`config.mk`:
```
export PLATFORM = sky130hd
export DESIGN_NAME = alu_rs_sched_flat
export DESIGN_NICKNAME = d
export VERILOG_FILES = /design/src/rtl/alu_rs_sched_if.sv /design/src/rtl/alu_rs_sched.sv /design/src/flat_wrapper.sv
export SDC_FILE = /design/constraint.sdc
export NUM_CORES = 2
export LEC_CHECK = 0
export BUFFER_PORTS_ARGS = -buffer_cell sky130_fd_sc_hd__clkbuf_2
export CORE_ASPECT_RATIO = 1.5
export CORE_MARGIN = 10
export CORE_UTILIZATION = 30
export DETAILED_ROUTE_END_ITERATION = 8
export GPL_TIMING_DRIVEN = 0
export PLACE_DENSITY_LB_ADDON = 0.08
export SYNTH_ARGS = -nofsm -noshare
export SYNTH_HDL_FRONTEND = slang
export SYNTH_SLANG_ARGS = --single-unit
```
`constraint.sdc`:
```
create_clock -name clk -period 9.4 [get_ports clk]
set_clock_uncertainty 0.05 [all_clocks]
set_input_delay 0.94 -clock clk [delete_from_list [all_inputs] [get_ports clk]]
set_output_delay 0.94 -clock clk [all_outputs]
set_load 0.05 [all_outputs]
```
`src/rtl/alu_rs_sched_if.sv`:
```
// alu_rs_sched_if: dispatch, CDB and ALU-issue buses of the ALU reservation station.
// Latency: none (wiring only).
// Backpressure: full_o throttles dispatch; alu_ready_i throttles issue.
interface alu_rs_sched_if #(
  parameter int ROB_BIT    = 4,
  parameter int DATA_WIDTH = 32
);
  // dispatch side
  logic                  disp_en_i;
  logic [2:0]            disp_tp;
  logic [5:0]            disp_op;
  logic                  disp_qj_v;
  logic [ROB_BIT-1:0]    disp_qj;
  logic [DATA_WIDTH-1:0] disp_vj;
  logic                  disp_qk_v;
  logic [ROB_BIT-1:0]    disp_qk;
  logic [DATA_WIDTH-1:0] disp_vk;
  logic [ROB_BIT-1:0]    disp_dest;
  logic                  full_o;
  // common data bus
  logic                  cdb_en_i;
  logic [ROB_BIT-1:0]    cdb_tag_i;
  logic [DATA_WIDTH-1:0] cdb_data_i;
  // ALU issue side
  logic                  alu_ready_i;
  logic                  alu_en_o;
  logic [2:0]            alu_tp_o;
  logic [5:0]            alu_op_o;
  logic [DATA_WIDTH-1:0] alu_lhs_o;
  logic [DATA_WIDTH-1:0] alu_rhs_o;
  logic [ROB_BIT-1:0]    alu_dest_o;

  modport master (
    output disp_en_i, disp_tp, disp_op, disp_qj_v, disp_qj, disp_vj,
           disp_qk_v, disp_qk, disp_vk, disp_dest,
           cdb_en_i, cdb_tag_i, cdb_data_i, alu_ready_i,
    input  full_o, alu_en_o, alu_tp_o, alu_op_o, alu_lhs_o, alu_rhs_o, alu_dest_o
  );

  modport slave (
    input  disp_en_i, disp_tp, disp_op, disp_qj_v, disp_qj, disp_vj,
           disp_qk_v, disp_qk, disp_vk, disp_dest,
           cdb_en_i, cdb_tag_i, cdb_data_i, alu_ready_i,
    output full_o, alu_en_o, alu_tp_o, alu_op_o, alu_lhs_o, alu_rhs_o, alu_dest_o
  );
endinterface

```
`src/rtl/alu_rs_sched.sv`:
```
// alu_rs_sched: ALU reservation station; captures CDB operands, issues one ready op per cycle.
// Latency: an entry ready at edge E (dispatch or CDB wakeup) issues at E+1 at the earliest.
// Backpressure: full_o holds the dispatcher; alu_ready_i=0 holds entries in place.
// Option: define ALU_RS_AGE_SEL_EN for oldest-first select (default: lowest ready index).
module alu_rs_sched #(
  parameter int RS_SIZE    = 8,
  parameter int RS_BIT     = 3,
  parameter int ROB_BIT    = 4,
  parameter int DATA_WIDTH = 32
) (
  input  logic          clk,
  input  logic          rst,
  input  logic          en,
  input  logic          clear,
  alu_rs_sched_if.slave bus
);

  typedef struct packed {
    logic                  busy;
    logic [2:0]            tp;
    logic [5:0]            op;
    logic                  qj_v;
    logic [ROB_BIT-1:0]    qj;
    logic [DATA_WIDTH-1:0] vj;
    logic                  qk_v;
    logic [ROB_BIT-1:0]    qk;
    logic [DATA_WIDTH-1:0] vk;
    logic [ROB_BIT-1:0]    dest;
  } ent_t;

  ent_t                  ent_q [RS_SIZE];
  ent_t                  ent_d [RS_SIZE];
  logic [RS_BIT:0]       count_q, count_d;
  logic                  alu_en_q, alu_en_d;
  logic [2:0]            alu_tp_q, alu_tp_d;
  logic [5:0]            alu_op_q, alu_op_d;
  logic [DATA_WIDTH-1:0] alu_lhs_q, alu_lhs_d;
  logic [DATA_WIDTH-1:0] alu_rhs_q, alu_rhs_d;
  logic [ROB_BIT-1:0]    alu_dest_q, alu_dest_d;
`ifdef ALU_RS_AGE_SEL_EN
  logic [RS_BIT-1:0]     age_q [RS_SIZE];
  logic [RS_BIT-1:0]     age_d [RS_SIZE];
  logic [RS_BIT-1:0]     best_age;
`endif

  logic [RS_SIZE-1:0]    elig;
  logic                  sel_vld;
  logic [RS_BIT-1:0]     sel_idx;
  logic                  free_vld;
  logic [RS_BIT-1:0]     free_idx;
  logic                  full;
  logic                  do_issue;
  logic                  do_disp;
  ent_t                  new_ent;

  // full is decoded from the registered count so it never depends on this cycle's issue
  assign full     = (count_q == (RS_BIT+1)'(RS_SIZE));
  assign do_issue = en & ~clear & bus.alu_ready_i & sel_vld;
  assign do_disp  = en & ~clear & bus.disp_en_i & ~full & free_vld;

  assign bus.full_o     = full;
  assign bus.alu_en_o   = alu_en_q;
  assign bus.alu_tp_o   = alu_tp_q;
  assign bus.alu_op_o   = alu_op_q;
  assign bus.alu_lhs_o  = alu_lhs_q;
  assign bus.alu_rhs_o  = alu_rhs_q;
  assign bus.alu_dest_o = alu_dest_q;

  // pick the entry to issue from registered state only (oldest or lowest index)
  always_comb begin
    elig    = '0;
    sel_vld = 1'b0;
    sel_idx = '0;
`ifdef ALU_RS_AGE_SEL_EN
    best_age = '1;
`endif
    for (int i = 0; i < RS_SIZE; i++) begin
      elig[i] = ent_q[i].busy & ~ent_q[i].qj_v & ~ent_q[i].qk_v;
`ifdef ALU_RS_AGE_SEL_EN
      if (elig[i] && (!sel_vld || age_q[i] < best_age)) begin
        sel_vld  = 1'b1;
        sel_idx  = RS_BIT'(i);
        best_age = age_q[i];
      end
`else
      if (elig[i] && !sel_vld) begin
        sel_vld = 1'b1;
        sel_idx = RS_BIT'(i);
      end
`endif
    end
  end

  // lowest free slot; a slot freed by this cycle's issue is still busy here
  always_comb begin
    free_vld = 1'b0;
    free_idx = '0;
    for (int i = 0; i < RS_SIZE; i++) begin
      if (!ent_q[i].busy && !free_vld) begin
        free_vld = 1'b1;
        free_idx = RS_BIT'(i);
      end
    end
  end

  // incoming entry, with a same-cycle CDB broadcast folded into its pending sources
  always_comb begin
    new_ent.busy = 1'b1;
    new_ent.tp   = bus.disp_tp;
    new_ent.op   = bus.disp_op;
    new_ent.qj_v = bus.disp_qj_v;
    new_ent.qj   = bus.disp_qj;
    new_ent.vj   = bus.disp_vj;
    new_ent.qk_v = bus.disp_qk_v;
    new_ent.qk   = bus.disp_qk;
    new_ent.vk   = bus.disp_vk;
    new_ent.dest = bus.disp_dest;
    if (bus.cdb_en_i && bus.disp_qj_v && bus.disp_qj == bus.cdb_tag_i) begin
      new_ent.qj_v = 1'b0;
      new_ent.vj   = bus.cdb_data_i;
    end
    if (bus.cdb_en_i && bus.disp_qk_v && bus.disp_qk == bus.cdb_tag_i) begin
      new_ent.qk_v = 1'b0;
      new_ent.vk   = bus.cdb_data_i;
    end
  end

  // next state: clear beats everything, en=0 freezes, otherwise wakeup/issue/dispatch
  always_comb begin
    ent_d      = ent_q;
    count_d    = count_q;
    alu_en_d   = 1'b0;
    alu_tp_d   = alu_tp_q;
    alu_op_d   = alu_op_q;
    alu_lhs_d  = alu_lhs_q;
    alu_rhs_d  = alu_rhs_q;
    alu_dest_d = alu_dest_q;
`ifdef ALU_RS_AGE_SEL_EN
    age_d      = age_q;
`endif
    if (clear) begin
      for (int i = 0; i < RS_SIZE; i++) ent_d[i].busy = 1'b0;
      count_d = '0;
    end else if (en) begin
      for (int i = 0; i < RS_SIZE; i++) begin
        if (bus.cdb_en_i && ent_q[i].busy) begin
          if (ent_q[i].qj_v && ent_q[i].qj == bus.cdb_tag_i) begin
            ent_d[i].qj_v = 1'b0;
            ent_d[i].vj   = bus.cdb_data_i;
          end
          if (ent_q[i].qk_v && ent_q[i].qk == bus.cdb_tag_i) begin
            ent_d[i].qk_v = 1'b0;
            ent_d[i].vk   = bus.cdb_data_i;
          end
        end
      end
      if (do_issue) begin
        ent_d[sel_idx].busy = 1'b0;
        alu_en_d   = 1'b1;
        alu_tp_d   = ent_q[sel_idx].tp;
        alu_op_d   = ent_q[sel_idx].op;
        alu_lhs_d  = ent_q[sel_idx].vj;
        alu_rhs_d  = ent_q[sel_idx].vk;
        alu_dest_d = ent_q[sel_idx].dest;
      end
      if (do_disp) ent_d[free_idx] = new_ent;
`ifdef ALU_RS_AGE_SEL_EN
      // keep ages dense (0..count-1): close the gap left by the issued entry
      if (do_issue) begin
        for (int i = 0; i < RS_SIZE; i++) begin
          if (ent_q[i].busy && age_q[i] > age_q[sel_idx]) age_d[i] = age_q[i] - RS_BIT'(1);
        end
      end
      if (do_disp) age_d[free_idx] = count_q[RS_BIT-1:0] - RS_BIT'(do_issue);
`endif
      count_d = count_q + (RS_BIT+1)'(do_disp) - (RS_BIT+1)'(do_issue);
    end
  end

  // state registers with synchronous reset
  always_ff @(posedge clk) begin
    if (rst) begin
      for (int i = 0; i < RS_SIZE; i++) begin
        ent_q[i] <= '0;
`ifdef ALU_RS_AGE_SEL_EN
        age_q[i] <= '0;
`endif
      end
      count_q    <= '0;
      alu_en_q   <= 1'b0;
      alu_tp_q   <= '0;
      alu_op_q   <= '0;
      alu_lhs_q  <= '0;
      alu_rhs_q  <= '0;
      alu_dest_q <= '0;
    end else begin
      ent_q      <= ent_d;
`ifdef ALU_RS_AGE_SEL_EN
      age_q      <= age_d;
`endif
      count_q    <= count_d;
      alu_en_q   <= alu_en_d;
      alu_tp_q   <= alu_tp_d;
      alu_op_q   <= alu_op_d;
      alu_lhs_q  <= alu_lhs_d;
      alu_rhs_q  <= alu_rhs_d;
      alu_dest_q <= alu_dest_d;
    end
  end

endmodule

```
`src/flat_wrapper.sv`:
```
// flat-port wrapper written by rule: the top's interface ports become plain ports
module alu_rs_sched_flat 
#(
  parameter int RS_SIZE    = 8,
  parameter int RS_BIT     = 3,
  parameter int ROB_BIT    = 4,
  parameter int DATA_WIDTH = 32
)
  (clk, rst, en, clear, bus_disp_en_i, bus_disp_tp, bus_disp_op, bus_disp_qj_v, bus_disp_qj, bus_disp_vj, bus_disp_qk_v, bus_disp_qk, bus_disp_vk, bus_disp_dest, bus_cdb_en_i, bus_cdb_tag_i, bus_cdb_data_i, bus_alu_ready_i, bus_full_o, bus_alu_en_o, bus_alu_tp_o, bus_alu_op_o, bus_alu_lhs_o, bus_alu_rhs_o, bus_alu_dest_o);
  alu_rs_sched_if #(.ROB_BIT(ROB_BIT), .DATA_WIDTH(DATA_WIDTH)) bus_i ();
  input  logic clk;
  input  logic rst;
  input  logic en;
  input  logic clear;
  input wire logic [$bits(bus_i.disp_en_i)-1:0] bus_disp_en_i;
  input wire logic [$bits(bus_i.disp_tp)-1:0] bus_disp_tp;
  input wire logic [$bits(bus_i.disp_op)-1:0] bus_disp_op;
  input wire logic [$bits(bus_i.disp_qj_v)-1:0] bus_disp_qj_v;
  input wire logic [$bits(bus_i.disp_qj)-1:0] bus_disp_qj;
  input wire logic [$bits(bus_i.disp_vj)-1:0] bus_disp_vj;
  input wire logic [$bits(bus_i.disp_qk_v)-1:0] bus_disp_qk_v;
  input wire logic [$bits(bus_i.disp_qk)-1:0] bus_disp_qk;
  input wire logic [$bits(bus_i.disp_vk)-1:0] bus_disp_vk;
  input wire logic [$bits(bus_i.disp_dest)-1:0] bus_disp_dest;
  input wire logic [$bits(bus_i.cdb_en_i)-1:0] bus_cdb_en_i;
  input wire logic [$bits(bus_i.cdb_tag_i)-1:0] bus_cdb_tag_i;
  input wire logic [$bits(bus_i.cdb_data_i)-1:0] bus_cdb_data_i;
  input wire logic [$bits(bus_i.alu_ready_i)-1:0] bus_alu_ready_i;
  output wire logic [$bits(bus_i.full_o)-1:0] bus_full_o;
  output wire logic [$bits(bus_i.alu_en_o)-1:0] bus_alu_en_o;
  output wire logic [$bits(bus_i.alu_tp_o)-1:0] bus_alu_tp_o;
  output wire logic [$bits(bus_i.alu_op_o)-1:0] bus_alu_op_o;
  output wire logic [$bits(bus_i.alu_lhs_o)-1:0] bus_alu_lhs_o;
  output wire logic [$bits(bus_i.alu_rhs_o)-1:0] bus_alu_rhs_o;
  output wire logic [$bits(bus_i.alu_dest_o)-1:0] bus_alu_dest_o;
  assign bus_i.disp_en_i = bus_disp_en_i;
  assign bus_i.disp_tp = bus_disp_tp;
  assign bus_i.disp_op = bus_disp_op;
  assign bus_i.disp_qj_v = bus_disp_qj_v;
  assign bus_i.disp_qj = bus_disp_qj;
  assign bus_i.disp_vj = bus_disp_vj;
  assign bus_i.disp_qk_v = bus_disp_qk_v;
  assign bus_i.disp_qk = bus_disp_qk;
  assign bus_i.disp_vk = bus_disp_vk;
  assign bus_i.disp_dest = bus_disp_dest;
  assign bus_i.cdb_en_i = bus_cdb_en_i;
  assign bus_i.cdb_tag_i = bus_cdb_tag_i;
  assign bus_i.cdb_data_i = bus_cdb_data_i;
  assign bus_i.alu_ready_i = bus_alu_ready_i;
  assign bus_full_o = bus_i.full_o;
  assign bus_alu_en_o = bus_i.alu_en_o;
  assign bus_alu_tp_o = bus_i.alu_tp_o;
  assign bus_alu_op_o = bus_i.alu_op_o;
  assign bus_alu_lhs_o = bus_i.alu_lhs_o;
  assign bus_alu_rhs_o = bus_i.alu_rhs_o;
  assign bus_alu_dest_o = bus_i.alu_dest_o;
  alu_rs_sched #(.RS_SIZE(RS_SIZE), .RS_BIT(RS_BIT), .ROB_BIT(ROB_BIT), .DATA_WIDTH(DATA_WIDTH)) u_core (.clk(clk), .rst(rst), .en(en), .clear(clear), .bus(bus_i));
endmodule
```
Yosys cells after proc, flatten, opt, wreduce, memory -nomap -nowiden. Cells that the tools add are included.

Add/sub/neg operators: 2. $lt $le $gt $ge: 4. Equality and inequality tests: 19. Mux-type cells: 152. Bitwise gates (word level): 43. Reduce and logical (&&, ||, !) cells: 68.

Operators by type and width (count): $mux 704 (4); $bwmux 704 (2); $mux 32 (42); $mux 33 (24); $demux 88 s3 (2); $bmux 88 s3 (1); $mux 88 (2); $mux 87 (2); $eq 4x4->1 (18); $mux 1 (61); $logic_and 1x1->1 (44); $mux 3 (10); $and 1x1->1 (22); $logic_not 1->1 (20); $not 1->1 (19); $ge 4x4->1 const B (2); $lt 4x1->1 const B (2); $not 3->4 (2); $add 4x1->4 (1); $eq 4x4->1 const B (1); $mux 2 (2); $sub 4x1->4 (1); $reduce_and 3->1 (1); $reduce_or 3->1 (1); 2 further kinds (2).

Bits in registers: 786. Input port bits: 130. Output and inout bits: 79. Word-level logic and storage cells: 375.

Longest topological paths before layout.
Word-level depth: 36. Depth in mapped cells: 16. Depth with buffers taken out: 13.

Least setup slack after synthesis. Ideal clock, no wire load.

Kind: input -> register. From: in en. To: reg u_core.count_q[2]. Setup time: 86 ps. Data arrival time: 3411 ps. Data required time: 9264 ps. Path slack: 5854 ps. Stages: 14. Buffers on the path: 4. Cell sequence: buf_2 and2b_1 buf_2 nand2_1 o21bai_1 inv_2 buf_2 buf_1 ha_1 inv_1 ha_1 fa_1 xnor2_1 a211oi_1.

Elaborated cells on any way between the ends: 8. Classes of those cells: add/sub: 2; bitwise: 6.

RTL lines: start, declared (RTL line flat_wrapper.sv:13) `input logic en;`; $and 1x1->1 (3 in series) (RTL line alu_rs_sched.sv:58) `assign do_issue = en & ~clear & bus.alu_ready_i & sel_vld;`; via u_core.do_issue (RTL line alu_rs_sched.sv:52) `logic do_issue;`; $sub 4x1->4 (RTL line alu_rs_sched.sv:176) `count_d = count_q + (RS_BIT+1)'(do_disp) - (RS_BIT+1)'(do_issue);`; end signal, assigned (RTL line alu_rs_sched.sv:201) `count_q <= count_d;`; end, declared (RTL line alu_rs_sched.sv:33) `logic [RS_BIT:0] count_q, count_d;`.

The timed path passes the listed nets, and every way through them passes these cells. A chain may end at the register's enable or synchronous reset.

Worst setup path in the final report.
From: reg u_core.ent_q[263] (netlist name). To: reg u_core.count_q[1].

Longest elaborated chain between the ends: 12. Elaborated cells on any way between the ends: 23. Classes of those cells: add/sub: 2; mux: 6; bitwise: 4; reduce/logical: 11.

RTL lines: start, declared (RTL line alu_rs_sched.sv:31) `ent_t ent_q [RS_SIZE];`; start signal, assigned (RTL line alu_rs_sched.sv:197) `ent_q <= ent_d;`; $and 1x1->1 * (2 in series) (RTL line alu_rs_sched.sv:78) `elig[i] = ent_q[i].busy & ~ent_q[i].qj_v & ~ent_q[i].qk_v;`; $logic_and 1x1->1 * (RTL line alu_rs_sched.sv:86) `if (elig[i] && !sel_vld) begin`; $mux 1 * (RTL line alu_rs_sched.sv:86); $logic_not 1->1 (RTL line alu_rs_sched.sv:86); $logic_and 1x1->1 (RTL line alu_rs_sched.sv:86); $mux 1 * (RTL line alu_rs_sched.sv:86); $logic_not 1->1 (RTL line alu_rs_sched.sv:86); $logic_and 1x1->1 (RTL line alu_rs_sched.sv:86); $mux 1 * (RTL line alu_rs_sched.sv:86); $and 1x1->1 * (RTL line alu_rs_sched.sv:58); via u_core.do_issue (RTL line alu_rs_sched.sv:52); $sub 4x1->4 * (RTL line alu_rs_sched.sv:176).

Mark *: on every way through the listed nets, which the timed path passes. The rest lies on a longest branch.

==> results.ini <==
[status]
status=finished, violations left
violations=capacitance limit, slew limit

[logic_synthesis]
yosys.area.top_type=dfxtp_1
synthFlopType=dfxtp_1
synth_most_common_cell=dfxtp_1
synthSimpleGateAreaFrac_pct=11.6
synth_edf_count=0
syn_inst=4966
synth_compound_area_share_pct=16.3
synthMuxAreaShare_pct=28.0
ys_ff_latch=786
synth-adder-area-share_pct=0.190
ys_async_sr_fraction_pct=0
synth_nets=5102
synth_cell_types=71
avgSynthCellArea_sq_um=8.75
synth_area_leaders=dfxtp_1 (36%), mux2i_1 (17%), mux2_2 (11%), nand3_1 (5.2%), nand2_1 (4.5%)
synth_top_family_by_area=multiplexers
synth_warnings=0
synth_top_area_share_pct=36.2
syn_area_sq_um=43400
yosysSeqAreaShare_pct=36.2
synth_xor_area_share_pct=1.43
netlist_top_cells_count=dfxtp_1 (786), mux2i_1 (731), nand2_1 (516)

[worst_setup_path]
worstPathArrival_ns=5.20
crit_slowest_cell=buf_1
critical_path_peak_fanout=11
required_ns=9.92
path_class=reg2reg
slowest_delay_ns=0.81
reg2reg_from=u_core.ent_q[263]$_SDFFE_PP0P_
cp.buffers_inverters=4
start_kind=register
end_kind=register
crit_path_cell_trace=nor3b_2, nor2_1, nand3_1, o21bai_1, inv_2, buf_2, buf_1, ha_1, inv_1, ha_1, fa_1, mux2i_1, nor2_1
crit_start=u_core.ent_q[263]$_SDFFE_PP0P_
critPathTopFamily=buffers and inverters

[final_layout]
fin_area_sq_um=49700
nets=5353
area_delta_synth_final_pct=14.3
fillers=15396
drive_gt1_share_pct=16.7

[placement]
gp_congestion=0.913
port_buffers=150
dp_hpwl_um=172000
placed_area_sq_um=46700
place_ws_ns=4.22

[pwr]
power_density_nw_per_um2=153
p_leak_nw=18.1
p_total_mw=7.59
irDropWorstVdd_uv=140

[detailed_routing]
dr.pass1.iters=6
antenna_left=0
vias=40812
drt_iter0_markers=3494
drc=0
wire_per_inst_um=31.9
viasPerCell=5.67
routed_wl_um=230000

[floorplanning]
die_w_um=331
rows=171
coreArea_sq_um=144000
dieArea_sq_um=161000
start_util_pct=30.1
ios=209
die_h_um=486

[hold_path]
hold_path.class=reg2reg
worstHoldStart=u_core.ent_q[442]$_SDFFE_PP0P_

[global_routing]
grt_use_total_pct=27.5
overflow=0
grt_max_degree=12
grt_pass1_wl_um=317000
grt_pass1_vias=40412
antenna_found_initial=24

[sta]
max_slew_margin_pct=-5.37
timing.fmax_ghz=0.214
slew_viol_final=9
fin_ws_ns=4.72
finalHoldViolCount=0
setup_viol=0
tightest_slew_ns=1.58
period_share_pct=49.8
fin_crit_ns=4.68
rsz0062_at_grt=no
whs_ns=0.404
fin_tns_setup_ns=0

[clock_tree]
htreeDepth=3
cts_sinks=786
hold_buffers=0
cts_tree=yes
clk_pin_slew_worst_paths_ns=0.06
clockBufferDepth=3
cts.root.buffer_cell=clkbuf_16
postCtsSetupBuffers=0
cts_buffers=91
clock_latency_ns=0.74
cts_resized=0

[run]
maxCapViolations=1

[routing by layer]
metal	vias to the layer above	share of wire [%]	track usage [%]
met5	-	0.056	0
met4	16	6.9	17.3
met3	525	6.5	5.71
met2	1560	48	46.4
met1	20293	39	31.3
li1	18418	-	-
[where the power goes]
| group | switching (mW) | internal [mW] | leakage (nW) |
|---|---|---|---|
| Sequential | 0.00679 | 3.34 | 6.33 |
| Combinational | 0.475 | 0.0974 | 10.4 |
| Clock | 1.60 | 2.07 | 1.43 |
[per-stage QoR]
step / instances / util [%]
finish: 7195 / 34.4
global route: 7183 / 34.4
CTS: 7178 / 34.3
detailed placement: 7026 / 32.3
global placement: 7019 / 32.2
floorplan: 4966 / -
[tightest hold or removal path, cell delays in order, from the launching register on]
cell	delay, ns
dfxtp_1	0.30
nand2_1	0.05
a21oi_1	0.05
[kinds of logic (layout without fill, tap and decap cells)]
logic type / Yosys count / in the layout
AO/OA/AOI/OAI: 1207 / 1207
multiplexers: 1163 / 1163
AND/OR/NAND/NOR: 1109 / 1109
flip-flops: 786 / 786
buffers and inverters: 624 / 934
XOR/XNOR: 71 / 71
adder cells (fa/ha/maj): 6 / 6
other: 0 / 16
[cells in the final DEF, fill, tap and decap left out, drive strengths merged, types with 4 or more instances in the layout]
master	instances
dfxtp	786
mux2i	731
clkbuf	671
o21ai	528
nand2	517
nand3	448
mux2	432
a21oi	274
buf	171
o22ai	141
inv	83
o21a	82
o31a	76
a221oi	64
xor2	55
nor2	45
nor4	24
nor3	22
diode	16
xnor2	16
nand4	13
a31oi	8
clkinv	7
and2	7
o31ai	6
nor3b	6
or3b	5
ha	5
nor2b	4
[layout make-up]
type	count	area, sq um	share of cell area (%)
clock inverters	11	113	0.227
clock buffers	141	2780	5.60
diodes	16	40.0	0.0806
flip-flops and latches	786	15700	31.7
repair buffers	158	883	1.78
inverters	81	304	0.612
plain buffers	543	2400	4.83
multi-input cells	3556	25000	50.4
well taps	1903	2380	4.79
[final timing paths]
check | endpoint | slack [ns] | cells after the start
setup / recovery | u_core.count_q[1]$_SDFFE_PP0P_ | 4.72 | 13
hold / removal | u_core.ent_q[442]$_SDFFE_PP0P_ | 0.40 | 2
setup reg to reg | u_core.count_q[1]$_SDFFE_PP0P_ | 4.72 | 13
hold reg to reg | u_core.ent_q[442]$_SDFFE_PP0P_ | 0.40 | 2
[registers in the layout, summed over array words and instances, names as in the netlist]
name,cells
u_core.bus.alu_lhs_o,32
u_core.count_q,4
u_core.bus.alu_tp_o,3
u_core.bus.alu_op_o,6
u_core.ent_q,704
u_core.bus.alu_dest_o,4
u_core.bus.alu_en_o,1
u_core.bus.alu_rhs_o,32
(Power assumes the default switching activity.)
